==> config.mk <==
export PLATFORM = sky130hd
export DESIGN_NAME = writeback_stage
export DESIGN_NICKNAME = d
export VERILOG_FILES = /design/src/rtl/writeback_stage.sv
export SDC_FILE = /design/constraint.sdc
export NUM_CORES = 1
export LEC_CHECK = 0
export BUFFER_PORTS_ARGS = -buffer_cell sky130_fd_sc_hd__buf_2
export CAP_MARGIN = 20
export CORE_MARGIN = 3
export CORE_UTILIZATION = 45
export CTS_BUF_LIST = sky130_fd_sc_hd__clkbuf_8
export CTS_CLUSTER_SIZE = 14
export DETAILED_ROUTE_END_ITERATION = 10
export PLACE_DENSITY = 0.7
export SYNTH_ARGS = -nofsm -noshare
export SYNTH_HDL_FRONTEND = slang
export SYNTH_SLANG_ARGS = --single-unit
==> constraint.sdc <==
create_clock -name i_clk -period 4.36 [get_ports i_clk]
set_clock_uncertainty 0.05 [all_clocks]
set_input_delay 0.436 -clock i_clk [delete_from_list [all_inputs] [get_ports i_clk]]
set_output_delay 0.436 -clock i_clk [all_outputs]
set_load 0.01 [all_outputs]
==> src/rtl/writeback_stage.sv <==
`default_nettype none
// ============================================================================
//  Module   : writeback_stage
//  Purpose  : MEM/WB pipeline register plus write-back logic. Registers the
//             MEM-stage results, selects ALU / load / link data, extracts and
//             extends sub-word loads, drives the register-file write port and
//             the WB forwarding bus, counts retired instructions and flags
//             misaligned loads.
//  Ports    : i_clk, i_reset          clock / synchronous active-high reset
//             i_valid, i_stall,       MEM-stage handshake: valid instruction,
//             i_flush                 hold register, squash register
//             i_reg_write, i_dest_addr, i_wb_sel, i_load_type,
//             i_alu_result, i_mem_rdata, i_link_addr   MEM-stage payload
//             o_wb_en/addr/data       register-file write port
//             o_fwd_valid             forwarding-bus valid (== o_wb_en)
//             o_misalign              one-cycle pulse, misaligned load squashed
//             o_misalign_err          sticky misaligned-load flag
//             o_retire_count          retired-instruction counter
//  Revision : 1.0  initial release
// ============================================================================
module writeback_stage #(
    parameter int COUNT_W    = 32,
    parameter bit BIG_ENDIAN = 1'b1
) (
    input  logic               i_clk,
    input  logic               i_reset,
    input  logic               i_valid,
    input  logic               i_stall,
    input  logic               i_flush,
    input  logic               i_reg_write,
    input  logic [4:0]         i_dest_addr,
    input  logic [1:0]         i_wb_sel,
    input  logic [2:0]         i_load_type,
    input  logic [31:0]        i_alu_result,
    input  logic [31:0]        i_mem_rdata,
    input  logic [31:0]        i_link_addr,
    output logic               o_wb_en,
    output logic [4:0]         o_wb_addr,
    output logic [31:0]        o_wb_data,
    output logic               o_fwd_valid,
    output logic               o_misalign,
    output logic               o_misalign_err,
    output logic [COUNT_W-1:0] o_retire_count
);

    localparam logic [1:0] c_SEL_ALU  = 2'b00;
    localparam logic [1:0] c_SEL_LOAD = 2'b01;
    localparam logic [1:0] c_SEL_LINK = 2'b10;

    localparam logic [2:0] c_LD_LW  = 3'b000;
    localparam logic [2:0] c_LD_LH  = 3'b001;
    localparam logic [2:0] c_LD_LHU = 3'b010;
    localparam logic [2:0] c_LD_LB  = 3'b011;
    localparam logic [2:0] c_LD_LBU = 3'b100;

    // ------------------------------------------------------------------
    // MEM/WB register
    // ------------------------------------------------------------------
    logic               valid_q,     valid_d;
    logic               reg_write_q, reg_write_d;
    logic [4:0]         dest_q,      dest_d;
    logic [1:0]         wb_sel_q,    wb_sel_d;
    logic [2:0]         load_type_q, load_type_d;
    logic [31:0]        alu_q,       alu_d;
    logic [31:0]        rdata_q,     rdata_d;
    logic [31:0]        link_q,      link_d;
    logic               err_q,       err_d;
    logic [COUNT_W-1:0] retire_q,    retire_d;

    logic               w_misaligned;
    logic               w_leave;
    logic               w_mis_pulse;

    // An instruction leaves the stage on any cycle it is neither held nor
    // squashed; that is also the only cycle it may write or raise misalign.
    assign w_leave     = valid_q & ~i_stall & ~i_flush;
    assign w_mis_pulse = w_leave & w_misaligned & ~i_reset;

    always_comb begin
        valid_d     = valid_q;
        reg_write_d = reg_write_q;
        dest_d      = dest_q;
        wb_sel_d    = wb_sel_q;
        load_type_d = load_type_q;
        alu_d       = alu_q;
        rdata_d     = rdata_q;
        link_d      = link_q;
        err_d       = err_q;
        retire_d    = retire_q;

        if (i_flush) begin
            valid_d = 1'b0;
        end else if (!i_stall) begin
            valid_d     = i_valid;
            reg_write_d = i_reg_write;
            dest_d      = i_dest_addr;
            wb_sel_d    = i_wb_sel;
            load_type_d = i_load_type;
            alu_d       = i_alu_result;
            rdata_d     = i_mem_rdata;
            link_d      = i_link_addr;
        end

        if (w_leave) begin
            retire_d = retire_q + 1'b1;
        end
        if (w_mis_pulse) begin
            err_d = 1'b1;
        end
    end

    always_ff @(posedge i_clk) begin
        if (i_reset) begin
            valid_q     <= 1'b0;
            reg_write_q <= 1'b0;
            dest_q      <= 5'd0;
            wb_sel_q    <= 2'b00;
            load_type_q <= 3'b000;
            alu_q       <= 32'd0;
            rdata_q     <= 32'd0;
            link_q      <= 32'd0;
            err_q       <= 1'b0;
            retire_q    <= '0;
        end else begin
            valid_q     <= valid_d;
            reg_write_q <= reg_write_d;
            dest_q      <= dest_d;
            wb_sel_q    <= wb_sel_d;
            load_type_q <= load_type_d;
            alu_q       <= alu_d;
            rdata_q     <= rdata_d;
            link_q      <= link_d;
            err_q       <= err_d;
            retire_q    <= retire_d;
        end
    end

    // ------------------------------------------------------------------
    // Load lane extraction
    // ------------------------------------------------------------------
    logic [1:0]  w_off;
    logic [1:0]  w_lane;
    logic        w_half_hi;
    logic [31:0] w_byte_word;
    logic [7:0]  w_byte;
    logic [15:0] w_half;
    logic [31:0] w_load_data;
    logic [31:0] w_result;

    assign w_off = alu_q[1:0];

    // Big-endian byte offset k lives in lane 3-k, i.e. the bitwise inverse.
    assign w_lane      = BIG_ENDIAN ? ~w_off : w_off;
    assign w_byte_word = rdata_q >> {w_lane, 3'b000};
    assign w_byte      = w_byte_word[7:0];

    assign w_half_hi = BIG_ENDIAN ? ~w_off[1] : w_off[1];
    assign w_half    = w_half_hi ? rdata_q[31:16] : rdata_q[15:0];

    always_comb begin
        w_load_data = rdata_q;
        case (load_type_q)
            c_LD_LH:  w_load_data = {{16{w_half[15]}}, w_half};
            c_LD_LHU: w_load_data = {16'd0, w_half};
            c_LD_LB:  w_load_data = {{24{w_byte[7]}}, w_byte};
            c_LD_LBU: w_load_data = {24'd0, w_byte};
            default:  w_load_data = rdata_q;
        endcase
    end

    // Offset only matters for loads; byte loads can never be misaligned and
    // undefined load types behave as LW.
    always_comb begin
        w_misaligned = 1'b0;
        if (wb_sel_q == c_SEL_LOAD) begin
            case (load_type_q)
                c_LD_LH, c_LD_LHU: w_misaligned = w_off[0];
                c_LD_LB, c_LD_LBU: w_misaligned = 1'b0;
                default:           w_misaligned = (w_off != 2'b00);
            endcase
        end
    end

    always_comb begin
        w_result = alu_q;
        case (wb_sel_q)
            c_SEL_ALU:  w_result = alu_q;
            c_SEL_LOAD: w_result = w_load_data;
            c_SEL_LINK: w_result = link_q;
            default:    w_result = alu_q;
        endcase
    end

    // ------------------------------------------------------------------
    // Outputs
    // ------------------------------------------------------------------
    assign o_wb_en        = w_leave & reg_write_q & (dest_q != 5'd0)
                          & ~w_misaligned & ~i_reset;
    assign o_fwd_valid    = o_wb_en;
    assign o_wb_addr      = dest_q;
    assign o_wb_data      = valid_q ? w_result : 32'd0;
    assign o_misalign     = w_mis_pulse;
    assign o_misalign_err = err_q;
    assign o_retire_count = retire_q;

endmodule
`default_nettype wire

==> flow_metrics.py, run 1 <==
metrics = {
    "layout": {
        "syn_to_final_growth_pct": 20.3,
        "layout.nets": 1170,
        "final_layout_size_suffix_gt1_frac": 0.222,
        "postLayoutCoreUtil": 0.559,
        "stdcell_area_mm2": 0.00818,
        "layout_commonest_cell": "nand2_1",
        "final_cell_mix": "271 x nand2_1, 183 x buf_2, 151 x a21oi_1, 141 x dfxtp_1, 41 x o21ai_0",
    },
    "clocking": {
        "cts.sink_count": 141,
        "tritoncts": "built",
        "clockBufferDepth": 2,
        "postCtsSetupBuffers": 0,
        "root_buffer": "clkbuf_8",
        "clk_latency_ns": 0.45,
        "htree_levels": 4,
        "cts_hold_buf": 0,
        "clk_pin_slew_ns": 0.08,
        "cts_made_buffers": 17,
        "ctsResizeCount": 0,
    },
    "sta": {
        "finalMaxSlewViolations": 0,
        "hold_viol": 0,
        "tns_ns": 0,
        "rsz0062_at_grt": "no",
        "min_period_over_period": 0.741,
        "timing.hold.ws_ns": 0.162,
        "worstMarginPinSlew_ns": 0.974,
        "max_freq_ghz": 0.310,
        "finalSetupViolCount": 0,
        "post-route-min-period_ns": 3.23,
        "max-slew-margin-rel": 0.349,
    },
    "drt": {
        "drt_iter0_drc": 582,
        "wire_per_inst_um": 16.0,
        "ant_nets": 0,
        "drt_pass1_iterations": 5,
        "viasPerCell": 5.53,
        "drc": 0,
        "totalWireLength_um": 20100,
        "vias": 6934,
    },
    "setup_path": {
        "cp-start-kind": "register",
        "worst_ep_arrival_time_ns": 2.74,
        "crit_fanout": 17,
        "path_class": "reg -> out",
        "cp-end-kind": "primary output",
        "critPathRequiredTime_ns": 3.87,
        "reg2regPathDepth": 5,
    },
    "logic_synthesis": {
        "yosys.area.top_type": "dfxtp_1",
        "syn-cell-area_mm2": 0.00680,
        "avgSynthCellArea_um2": 7.40,
        "yosysSeqAreaShare": 0.415,
        "synth_edf_count": 0,
        "synthArstFlopShare": 0,
        "synth_ff_type": "dfxtp_1",
        "ys_types": 47,
        "ys_ff_latch": 141,
        "ys_warn_count": 0,
        "synthTopCellsByArea": "dfxtp_1 42%, nand2_1 15%, a21oi_1 11%",
        "syn_inst": 919,
        "syn_nets": 1034,
        "yosysTopAreaCellShare": 0.415,
    },
    "floorplanning": {
        "die_h_um": 129,
        "dieArea_mm2": 0.0166,
        "start_util": 0.464,
        "core_area_mm2": 0.0146,
        "io_pins": 185,
        "std_cell_rows": 44,
        "die_x_um": 129,
    },
    "placed_design": {
        "hpwl_um": 14300,
        "io_buffers": 184,
        "place_area_mm2": 0.00776,
        "place.gp.congestion": 0.857,
    },
    "pwr": {
        "p_leak_uw": 0.00324,
        "p_switching_uw": 731,
        "p_int_uw": 2050,
        "combinationalPowerShare": 0.110,
        "p_seq_frac": 0.492,
        "ir_drop_mv": 0.239,
        "powerDensity_mw_per_mm2": 340,
        "swShare": 0.263,
        "p_clk_frac": 0.397,
    },
    "worst_hold_path": {
        "hold_class": "in -> reg",
        "min_path_cells": 3,
    },
    "grt": {
        "grt_usage": 0.238,
        "grt_pass1_vias": 6061,
        "grt_use_met1": 0.323,
        "grt_overflow_total": 0,
        "grt_start_max_net_pins": 72,
        "grt_busiest_layer": "met2",
        "met2_usage": 0.358,
        "grt_pass1_wl_um": 31300,
        "antenna_found_initial": 3,
        "use_met3": 0.0868,
    },
    "run": {
        "drv_cap": 0,
    },
    "outcome": {
        "outcome": "complete, no violations",
    },
}
## synthesized netlist by cell type, drive strengths merged, types with 11 or more instances
library cell and n:
a21oi 151, nor2 19, buf 12, o31ai 13, a211oi 14, o22ai 16
o2111ai 17, mux2i 11, o21ai 44, nand2b 16, or4 15, dfxtp 141
clkbuf 65, nand2 271
## final timing paths
| path | from | to | slack, ns |
|---|---|---|---|
| setup / recovery | load_type_q[0] | o_wb_data[11] | 1.13 |
| hold reg to reg | alu_q[17] | alu_q[17] | 0.40 |
| setup reg to reg | valid_q | o_retire_count[31] | 1.71 |
| hold / removal | i_alu_result[10] | alu_q[10] | 0.16 |
## per-stage QoR
stage,setup WS (ns),power [uW],cells
detailed placement,1.52,1710,1220
global route,0.874,2910,1252
finish,1.13,2780,1253
CTS,1.13,2800,1252
global placement,1.56,1700,1220
floorplan,2.02,1580,919
## power groups by stage
| stage | combinational (uW) | clock, uW | sequential, uW |
|---|---|---|---|
| after floorplan | 202 | 0 | 1380 |
| after global placement | 303 | 0 | 1400 |
| after detailed placement | 307 | 0 | 1400 |
| after CTS | 308 | 1130 | 1370 |
| after global routing | 343 | 1190 | 1380 |
| final | 307 | 1110 | 1370 |
## layer usage
metal  part of all wire  vias up
met5             0.0014        -
met4              0.019        4
met3              0.092       33
met2               0.45      255
met1               0.44     3148
li1                   -     3494
## registers in the layout, summed over array words and instances (netlist names)
name / cells
o_wb_addr: 5
link_q: 32
reg_write_q: 1
valid_q: 1
wb_sel_q: 2
o_retire_count: 32
load_type_q: 3
alu_q: 32
rdata_q: 32
o_misalign_err: 1
## logic make-up after synthesis
kind of cell | count (synthesis) | share of synthesized area
buf+inv | 86 | 0.0486
xor+xnor | 11 | 0.0142
flops | 141 | 0.415
compound gates | 283 | 0.243
simple gates | 374 | 0.241
fa+ha+maj | 3 | 0.00552
mux | 21 | 0.0328
## layout make-up
type | count | area, um2
clock buffer | 20 | 275
antenna | 1 | 2.50
timing repair buffer | 194 | 1010
tap | 184 | 230
clock inverter | 12 | 145
multi-input combinational | 692 | 3660
fill | 1466 | 6460
inverter | 9 | 33.8
sequential | 141 | 2820
## worst max-delay path: stages (launching register included)
cell	delay (ns)
dfxtp_1	0.43
o21a_1	0.26
nor2_2	0.49
buf_4	0.31
o21ai_0	0.10
a221oi_1	0.47
buf_2	0.22
Power figures use the tool's default switching activity.
==> run 2: changes to the inputs <==
- PLACE_DENSITY: 0.7 -> 0.73
- clock period: 4.36 -> 2.9 ns (I/O delays scaled with it)
==> run 2 against run 1 <==
Net effect:
- design area grew 7.9%
- power increased by 56%
- combinational power up 75%
- sequential share of layout area fell by 2.5 points
- first-iteration DRC count fell by 14%
- critical path type unchanged
- highest routed layer unchanged
==> flow_metrics.py, run 2 (synthesis results as in run 1) <==
metrics = {
    "setup_path": {
        "r2r-start": "o_retire_count[0]",
        "cp_cell_sequence": "o21a_1 > or2_1 > a31oi_2 > a221oi_1 > buf_2",
        "worst_path_max_delay_cell": "dfxtp_1",
        "r2r-end": "o_retire_count[20]",
        "worst_ep_arrival_time_ns": 2.45,
        "cpPeakStageDelay_ns": 0.53,
        "cp-end-kind": "primary output",
        "reg2regPathDepth": 5,
        "cp-start-kind": "register",
        "rrSetupSlack_ns": 0.39,
        "critPathRequiredTime_ns": 2.56,
        "crit_fanout": 10,
        "path_class": "reg -> out",
    },
    "floorplanning": {
        "dieArea_mm2": 0.0166,
        "die_x_um": 129,
        "io_pins": 185,
        "die_h_um": 129,
        "std_cell_rows": 44,
        "start_util": 0.464,
        "core_area_mm2": 0.0146,
    },
    "layout": {
        "postLayoutCoreUtil": 0.603,
        "insertedDiodeCount": 0,
        "seqCellArea_mm2": 0.00283,
        "syn_to_final_growth_pct": 29.8,
        "fill_cells": 1351,
        "layout_commonest_cell": "nand2_1",
        "layout.nets": 1228,
        "instances_no_fill": 1310,
        "multi_input_area_mm2": 0.00369,
        "final_cell_mix": "271 x nand2_1, 183 x buf_2, 151 x a21oi_1, 139 x dfxtp_1, 48 x dlygate4sd3_1",
        "final_layout_size_suffix_gt1_frac": 0.226,
    },
    "grt": {
        "grt_start_max_net_pins": 107,
        "grt_overflow_total": 0,
        "grt_pass1_vias": 6719,
        "grt_pass1_wl_um": 33100,
        "grt_usage": 0.250,
        "antenna_found_initial": 1,
    },
    "pwr": {
        "power_uw": 4350,
        "powerDensity_mw_per_mm2": 493,
        "p_leak_uw": 0.00353,
        "ir_drop_mv": 0.435,
    },
    "clocking": {
        "htree_levels": 4,
        "clk_pin_slew_ns": 0.08,
        "cts_made_buffers": 17,
        "clk_latency_ns": 0.46,
        "root_buffer": "clkbuf_8",
        "tritoncts": "built",
        "cts.sink_count": 141,
        "clockBufferDepth": 2,
    },
    "sta": {
        "rsz0062_at_grt": "no",
        "finalSetupViolCount": 0,
        "finalMaxSlewViolations": 0,
        "min_period_over_period": 0.964,
        "worstMarginPinSlew_ns": 0.824,
        "tns_ns": 0,
        "max-slew-margin-rel": 0.449,
        "post-route-min-period_ns": 2.79,
        "hold_viol": 0,
        "timing.hold.ws_ns": 0.0236,
        "max_freq_ghz": 0.358,
    },
    "placed_design": {
        "place.gp.congestion": 0.864,
        "dpl.cell_count": 1230,
        "io_buffers": 184,
        "hpwl_um": 14600,
    },
    "worst_hold_path": {
        "min_to": "rdata_q[21]",
        "hold_start": "i_mem_rdata[21]",
        "min_path_cells": 3,
        "hold_class": "in -> reg",
    },
    "drt": {
        "ant_nets": 0,
        "wire_per_inst_um": 16.0,
        "drt_iter0_drc": 502,
        "vias": 7291,
        "viasPerCell": 5.57,
        "drc": 0,
        "totalWireLength_um": 21000,
        "drt_pass1_iterations": 7,
    },
    "outcome": {
        "outcome": "complete, no violations",
    },
    "run": {
        "drv_cap": 0,
    },
}
## run 2: cell types whose count changed in the layout (fill, tap and decap cells not counted), sizes merged
| cell | before | now |
|---|---|---|
| clkinvlp | 5 | 3 |
| diode | 1 | 0 |
| dlygate4sd3 | 0 | 48 |
| clkinv | 2 | 3 |
| bufinv | 3 | 4 |
| buf | 194 | 204 |
## run 2: final cells by class
cell class,instances,share of cell area
tap,184,0.0261
clock buffer,20,0.0312
clock inverter,12,0.0191
sequential,141,0.320
multi-input combinational,692,0.418
inverter,9,0.00383
timing repair buffer,252,0.182
## run 2: metrics by stage
stage	instance area [um2]	setup WS [ns]
final	8830	0.105
after global routing	8830	0.0112
after CTS	8790	0.0352
after detailed placement	7870	0.395
after global placement	7870	0.414
after floorplan	6800	0.612
## run 2: routing by layer
metal | routed length [um] | share of wire | vias to the layer above | track usage
li1 | - | - | 3601 | -
met1 | 8970 | 0.43 | 3339 | 0.318
met2 | 9720 | 0.46 | 287 | 0.401
met3 | 1690 | 0.080 | 62 | 0.0731
met4 | 626 | 0.030 | 2 | 0.102
met5 | 13 | 0.00062 | - | 0
## run 2: power breakdown
part	internal, uW	total, uW	switching [uW]
Clock	997	1750	756
Sequential	2000	2060	59.2
Combinational	231	538	307
## run 2: worst max-delay path: cells and delay by family, from the launching register on
kind	cells	cell delay, ns
AO/OA/AOI/OAI	3	0.89
flip-flops	1	0.53
AND/OR/NAND/NOR	1	0.36
buffers and inverters	1	0.22
## run 2: worst max-delay path by stage
stage / start / endpoint
2_1_floorplan: valid_q / o_retire_count[20]
6_report: load_type_q[2] / o_wb_data[13]
5_1_grt: load_type_q[2] / o_wb_data[9]
4_1_cts: load_type_q[1] / o_wb_data[15]
3_3_place_gp: i_stall / o_retire_count[20]
3_5_place_dp: i_stall / o_retire_count[26]
## run 2: repair_timing
item	4_1_cts	5_1_grt
buffers inserted	0	0
setup endpoints to repair	0	22
resized for setup	0	8
endpoints found under the hold margin	48	0
hold buffers	48	0
